===== config.mk =====
export PLATFORM = sky130hd
export DESIGN_NAME = cfs_tx_arb
export DESIGN_NICKNAME = d
export VERILOG_FILES = /design/src/rtl/cfs_algn_pkg.sv /design/src/rtl/cfs_rr_pick.sv /design/src/rtl/cfs_tx_arb.sv
export SDC_FILE = /design/constraint.sdc
export NUM_CORES = 1
export LEC_CHECK = 0
export ABC_CLOCK_PERIOD_IN_PS = 2860
export CAP_MARGIN = 20
export CORE_ASPECT_RATIO = 0.9
export CORE_MARGIN = 3
export CORE_UTILIZATION = 39
export CTS_BUF_LIST = sky130_fd_sc_hd__clkbuf_16
export DETAILED_ROUTE_END_ITERATION = 7
export PLACE_DENSITY = 0.81
export SLEW_MARGIN = 20
export SYNTH_ARGS = -nofsm -noshare
export SYNTH_HDL_FRONTEND = slang
export SYNTH_HIERARCHICAL = 1
export SYNTH_SLANG_ARGS = --single-unit
export TNS_END_PERCENT = 5

===== constraint.sdc =====
create_clock -name clk -period 2.86 [get_ports clk]
set_clock_uncertainty 0.15 [all_clocks]
set_input_delay 0.572 -clock clk [delete_from_list [all_inputs] [get_ports clk]]
set_output_delay 0.572 -clock clk [all_outputs]
set_load 0.02 [all_outputs]

===== src/rtl/cfs_algn_pkg.sv =====
// Field packing shared by the aligner FIFOs, TX arbiter and TX path.
// A FIFO word is {size, offset, data} with data in the LSBs.
package cfs_algn_pkg;

  function automatic int unsigned algn_offset_width(input int unsigned dw);
    return (dw <= 8) ? 1 : $clog2(dw / 8);
  endfunction

  function automatic int unsigned algn_size_width(input int unsigned dw);
    return $clog2(dw / 8) + 1;
  endfunction

  function automatic int unsigned fifo_data_width(input int unsigned dw);
    return dw + algn_offset_width(dw) + algn_size_width(dw);
  endfunction

  function automatic int unsigned data_lsb(input int unsigned dw);
    return 0;
  endfunction

  function automatic int unsigned data_msb(input int unsigned dw);
    return dw - 1;
  endfunction

  function automatic int unsigned offset_lsb(input int unsigned dw);
    return dw;
  endfunction

  function automatic int unsigned offset_msb(input int unsigned dw);
    return dw + algn_offset_width(dw) - 1;
  endfunction

  function automatic int unsigned size_lsb(input int unsigned dw);
    return dw + algn_offset_width(dw);
  endfunction

  function automatic int unsigned size_msb(input int unsigned dw);
    return fifo_data_width(dw) - 1;
  endfunction

endpackage


===== src/rtl/cfs_rr_pick.sv =====
// Combinational round-robin picker: first set bit of req at or after start,
// wrapping modulo N.
module cfs_rr_pick #(
  parameter int unsigned N = 2,
  localparam int unsigned IDX_W = (N > 1) ? $clog2(N) : 1
) (
  input  logic [N-1:0]     req,
  input  logic [IDX_W-1:0] start,
  output logic [IDX_W-1:0] grant,
  output logic             any
);

  localparam int unsigned SUM_W = IDX_W + 1;

  logic [2*N-1:0] req2;
  logic [N-1:0]   rot;
  logic [SUM_W-1:0] sum;

  always_comb begin
    grant = '0;
    any   = 1'b0;
    sum   = '0;
    req2  = {req, req};
    rot   = N'(req2 >> start);
    for (int unsigned k = 0; k < N; k++) begin
      if (!any && rot[k]) begin
        sum = SUM_W'(start) + SUM_W'(k);
        if (sum >= SUM_W'(N)) sum = sum - SUM_W'(N);
        grant = IDX_W'(sum);
        any   = 1'b1;
      end
    end
  end

endmodule


===== src/rtl/cfs_tx_arb.sv =====
// Round-robin TX arbiter with bounded burst lock feeding a single registered
// MD TX output stage.
module cfs_tx_arb
  import cfs_algn_pkg::*;
#(
  parameter int unsigned ALGN_DATA_WIDTH = 32,
  parameter int unsigned NUM_SRC         = 2,
  parameter int unsigned MAX_BURST       = 4,
  localparam int unsigned ALGN_OFFSET_WIDTH = algn_offset_width(ALGN_DATA_WIDTH),
  localparam int unsigned ALGN_SIZE_WIDTH   = algn_size_width(ALGN_DATA_WIDTH),
  localparam int unsigned FIFO_DATA_WIDTH   = fifo_data_width(ALGN_DATA_WIDTH),
  localparam int unsigned SRC_W             = $clog2(NUM_SRC),
  localparam int unsigned BCNT_W            = $clog2(MAX_BURST + 1)
) (
  input  logic                               clk,
  input  logic                               reset_n,
  input  logic [NUM_SRC-1:0]                 src_en,
  input  logic [NUM_SRC-1:0]                 pop_valid,
  input  logic [NUM_SRC*FIFO_DATA_WIDTH-1:0] pop_data,
  output logic [NUM_SRC-1:0]                 pop_ready,
  output logic                               md_tx_valid,
  output logic [ALGN_DATA_WIDTH-1:0]         md_tx_data,
  output logic [ALGN_OFFSET_WIDTH-1:0]       md_tx_offset,
  output logic [ALGN_SIZE_WIDTH-1:0]         md_tx_size,
  input  logic                               md_tx_ready,
  output logic [SRC_W-1:0]                   md_tx_src
);

  localparam int unsigned D_MSB = data_msb(ALGN_DATA_WIDTH);
  localparam int unsigned D_LSB = data_lsb(ALGN_DATA_WIDTH);
  localparam int unsigned O_MSB = offset_msb(ALGN_DATA_WIDTH);
  localparam int unsigned O_LSB = offset_lsb(ALGN_DATA_WIDTH);
  localparam int unsigned S_MSB = size_msb(ALGN_DATA_WIDTH);
  localparam int unsigned S_LSB = size_lsb(ALGN_DATA_WIDTH);

  logic                         valid_q, valid_d;
  logic [ALGN_DATA_WIDTH-1:0]   data_q, data_d;
  logic [ALGN_OFFSET_WIDTH-1:0] offset_q, offset_d;
  logic [ALGN_SIZE_WIDTH-1:0]   size_q, size_d;
  logic [SRC_W-1:0]             src_q, src_d;
  logic [SRC_W-1:0]             last_q, last_d;
  logic [BCNT_W-1:0]            burst_cnt_q, burst_cnt_d;

  logic [FIFO_DATA_WIDTH-1:0] words [NUM_SRC];
  logic [FIFO_DATA_WIDTH-1:0] sel_word_c;
  logic [NUM_SRC-1:0]         req_c;
  logic [SRC_W-1:0]           start_c, pick_c, win_c;
  logic                       any_c, load_en_c, lock_c, xfer_c;

  always_comb begin
    for (int unsigned i = 0; i < NUM_SRC; i++) begin
      words[i] = pop_data[i*FIFO_DATA_WIDTH +: FIFO_DATA_WIDTH];
    end
  end

  // Search always begins one past the last winner; the lock overrides it.
  assign start_c = (last_q == SRC_W'(NUM_SRC - 1)) ? '0 : last_q + SRC_W'(1);

  cfs_rr_pick #(
    .N (NUM_SRC)
  ) u_pick (
    .req   (req_c),
    .start (start_c),
    .grant (pick_c),
    .any   (any_c)
  );

  always_comb begin
    req_c       = pop_valid & src_en;
    load_en_c   = !valid_q || md_tx_ready;
    lock_c      = req_c[last_q] && (burst_cnt_q != '0) &&
                  (burst_cnt_q < BCNT_W'(MAX_BURST));
    win_c       = lock_c ? last_q : pick_c;
    xfer_c      = load_en_c && any_c;
    sel_word_c  = words[win_c];
    pop_ready   = '0;
    valid_d     = valid_q;
    data_d      = data_q;
    offset_d    = offset_q;
    size_d      = size_q;
    src_d       = src_q;
    last_d      = last_q;
    burst_cnt_d = burst_cnt_q;
    if (xfer_c) begin
      pop_ready[win_c] = 1'b1;
      valid_d     = 1'b1;
      data_d      = sel_word_c[D_MSB:D_LSB];
      offset_d    = sel_word_c[O_MSB:O_LSB];
      size_d      = sel_word_c[S_MSB:S_LSB];
      src_d       = win_c;
      last_d      = win_c;
      // Continuing the lock extends the burst; any other grant starts a new one.
      burst_cnt_d = lock_c ? burst_cnt_q + BCNT_W'(1) : BCNT_W'(1);
    end else if (load_en_c) begin
      valid_d     = 1'b0;
      burst_cnt_d = '0;
    end
  end

  always_ff @(posedge clk or negedge reset_n) begin
    if (!reset_n) begin
      valid_q     <= 1'b0;
      data_q      <= '0;
      offset_q    <= '0;
      size_q      <= '0;
      src_q       <= '0;
      last_q      <= SRC_W'(NUM_SRC - 1);
      burst_cnt_q <= '0;
    end else begin
      valid_q     <= valid_d;
      data_q      <= data_d;
      offset_q    <= offset_d;
      size_q      <= size_d;
      src_q       <= src_d;
      last_q      <= last_d;
      burst_cnt_q <= burst_cnt_d;
    end
  end

  assign md_tx_valid  = valid_q;
  assign md_tx_data   = data_q;
  assign md_tx_offset = offset_q;
  assign md_tx_size   = size_q;
  assign md_tx_src    = src_q;

endmodule

==> impl_metrics.ini <==
[run_status]
status = finished clean

[detailed_routing]
met2_length_um = 3556
vias_per_cell = 5.394
final_antenna_net_count = 0
wl_met1_um = 2807
drc = 0
routed_wirelength_um = 7089
wl_met3_um = 628
top_layer = met4
first_pass_iters = 4
drt_iter0_drc = 189
drt-wirelength-per-cell_um = 15.97
num_vias = 2395

[final_layout]
nNetsFinal = 460
layout_commonest_cell = clkdlybuf4s50_1
diodes = 0
final_cell_mix = clkdlybuf4s50_1 (118), dfrtp_1 (42), a21oi_1 (38), nor2_1 (38), a31oi_1 (37)
seq_area_mm2 = 0.001077
area_growth_pct = 66.67
layout-drive-gt1-share = 0.1114
fillCellCount = 460
final_cell_area_mm2 = 0.003647
multi_input_area_um2 = 979.7

[sta]
whs_ns = 0.2925
setup_viol = 0
fin_crit_ns = 2.692
drv_slew = 0
tns_ns = 0
max-slew-margin-rel = 0.3695
fmax_mhz = 371.5
tightest_slew_ns = 0.9458
timing.final.crit_share = 0.9413
hold_violations = 0
rsz0062_at_grt = no

[worst_setup_path]
cp_cell_sequence = clkdlybuf4s50_1, and2_1, a21boi_2, buf_4, a21o_4, a21oi_1, buf_2
crit_slowest_cell = clkdlybuf4s50_1
crit_start = src_en[0]
critPathCaptureType = output port
crit_path_max_fanout = 5
ff2ff_setup_slack_ns = 0.61
critPathLaunchType = primary input
crit_family = buffers and inverters
required_ns = 2.14
critPathBufInv = 3
cp.arrival_ns = 1.97
max_stage_delay_ns = 0.47
r2r-end = md_tx_data[1]
r2r_cells = 6
critical_path_class = primary input to output port
r2r_start = burst_cnt_q[0]

[clocking]
cts_tree = built
clock_sinks = 43
cts_buffer_depth = 2
root_buffer = clkbuf_16
numCtsBuffers = 5
clk_latency_ns = 0.27
cts_hold_buffers = 0
clkTransAtPathRegs_ns = 0.06
htreeDepth = 2

[power_and_ir_drop]
p_per_area_mw_per_mm2 = 585.8
intPower_mw = 1.437
peakVddDrop_mv = 0.3324
power.share.clock = 0.246
p_switching_mw = 0.6992
p_sw_frac = 0.3272
p_leak_nw = 1.475
p_total_mw = 2.137
combPwrFrac = 0.387
p_seq_frac = 0.366

[min_path]
hp-class = primary input to async pin

[synth]
synth_cell_types = 32
netlist_instances = 251
synth_seq_cells = 43
syn_nets = 334
synth_area_per_cell_um2 = 8.719
netlist_area_mm2 = 0.002188
synth_warnings = 6
synth-seq-area-share = 0.4923

[die]
die_w_um = 84.96
dieArea_mm2 = 0.006547
initial_core_util = 0.4091
die_h_um = 77.07
rows = 25
core_mm2 = 0.005349
io_pins = 122

[placement]
place.port_buffers = 121
place_area_mm2 = 0.003512
gp_congestion = 0.8212
dp_hpwl_um = 5077

[global_route]
grt_pass1_vias = 2425
grt_max_degree = 44
overflow = 0
grt_pass1_wl_um = 11630
antenna_found_initial = 0
grtUsageTotal = 0.2186

[job]
drv_cap = 0
routing by layer:
| metal | vias to the layer above | GRT usage |
|---|---|---|
| li1 | 1149 | - |
| met2 | 103 | 0.3742 |
| met1 | 1133 | 0.2600 |
| met3 | 10 | 0.07948 |
| met4 | 0 | 0.05222 |
| met5 | - | 0 |
metrics by stage:
| stage | instances | utilization | setup slack, ns |
|---|---|---|---|
| 5_1_grt | 444 | 0.6819 | 0.03336 |
| 3_5_place_dp | 437 | 0.6566 | -0.3316 |
| 4_1_cts | 444 | 0.6821 | 0.01463 |
| 2_1_floorplan | 251 | - | 0.1727 |
| 6_report | 444 | 0.6819 | 0.1679 |
| 3_3_place_gp | 437 | 0.6566 | -0.2757 |
state kept, by name (all words and copies together), names as in the netlist:
register / count
md_tx_data: 32
burst_cnt_q: 3
md_tx_size: 3
md_tx_offset: 2
last_q: 1
md_tx_src: 1
md_tx_valid: 1
Yosys cell counts:
| library cell | count | area [µm²] |
|---|---|---|
| dfrtp_1 | 42 | 1051 |
| a21oi_1 | 38 | 190.2 |
| nor2_1 | 38 | 142.6 |
| a31oi_1 | 37 | 231.5 |
| o21ai_0 | 30 | 150.1 |
| buf_2 | 14 | 70.07 |
| o21ai_1 | 10 | 50.05 |
| nand2_1 | 6 | 22.52 |
| clkbuf_1 | 5 | 18.77 |
| inv_1 | 5 | 18.77 |
| buf_4 | 2 | 15.01 |
| buf_6 | 2 | 22.52 |
| ha_1 | 2 | 25.02 |
| nand4_1 | 2 | 12.51 |
| a21boi_1 | 1 | 7.510 |
| a21o_1 | 1 | 7.510 |
| a21oi_4 | 1 | 16.27 |
| a22o_1 | 1 | 8.760 |
| and2_1 | 1 | 6.260 |
| and2_4 | 1 | 8.760 |
| and4bb_1 | 1 | 12.51 |
| dfstp_2 | 1 | 26.28 |
| mux2_2 | 1 | 11.26 |
| nand2b_1 | 1 | 6.260 |
| nand3_1 | 1 | 5.000 |
| nor2_2 | 1 | 6.260 |
| nor2b_1 | 1 | 6.260 |
| nor2b_2 | 1 | 8.760 |
| o21a_2 | 1 | 8.760 |
| o21ai_2 | 1 | 8.760 |
| or2_1 | 1 | 6.260 |
| or2_2 | 1 | 6.260 |
cells by family after synthesis:
logic type,share of synthesized area
compound gates,0.3105
fa+ha+maj,0.01143
buf+inv,0.06632
flops,0.4923
mux,0.005145
simple gates,0.1144
how the worst max path moves through the flow:
stage,slack [ns],to,cells past startpoint
floorplan,0.17,pop_ready[1],8
global placement,-0.28,pop_ready[1],8
detailed placement,-0.33,pop_ready[1],8
CTS,0.01,pop_ready[1],8
global route,0.03,pop_ready[1],8
finish,0.17,pop_ready[0],7
power by group through the flow:
stage / clock network [mW] / registers, mW / logic (mW)
6_report: 0.526 / 0.783 / 0.827
5_1_grt: 0.576 / 0.799 / 0.888
4_1_cts: 0.540 / 0.783 / 0.833
3_5_place_dp: 0 / 0.793 / 0.828
3_3_place_gp: 0 / 0.788 / 0.814
2_1_floorplan: 0 / 0.922 / 0.262
layout make-up:
class	count	share of cell area
flip-flops and latches	43	0.2954
clock inverters	2	0.002401
multi-input cells	180	0.2686
well taps	67	0.02298
inverters	5	0.005146
clock buffers	5	0.03431
repair buffers	142	0.3712
timing repair:
item,CTS,global route
endpoints found under the setup margin,2,2
setup buffers,0,0
gates resized for setup,6,4
Note: power is estimated with default switching activity, not from simulation.
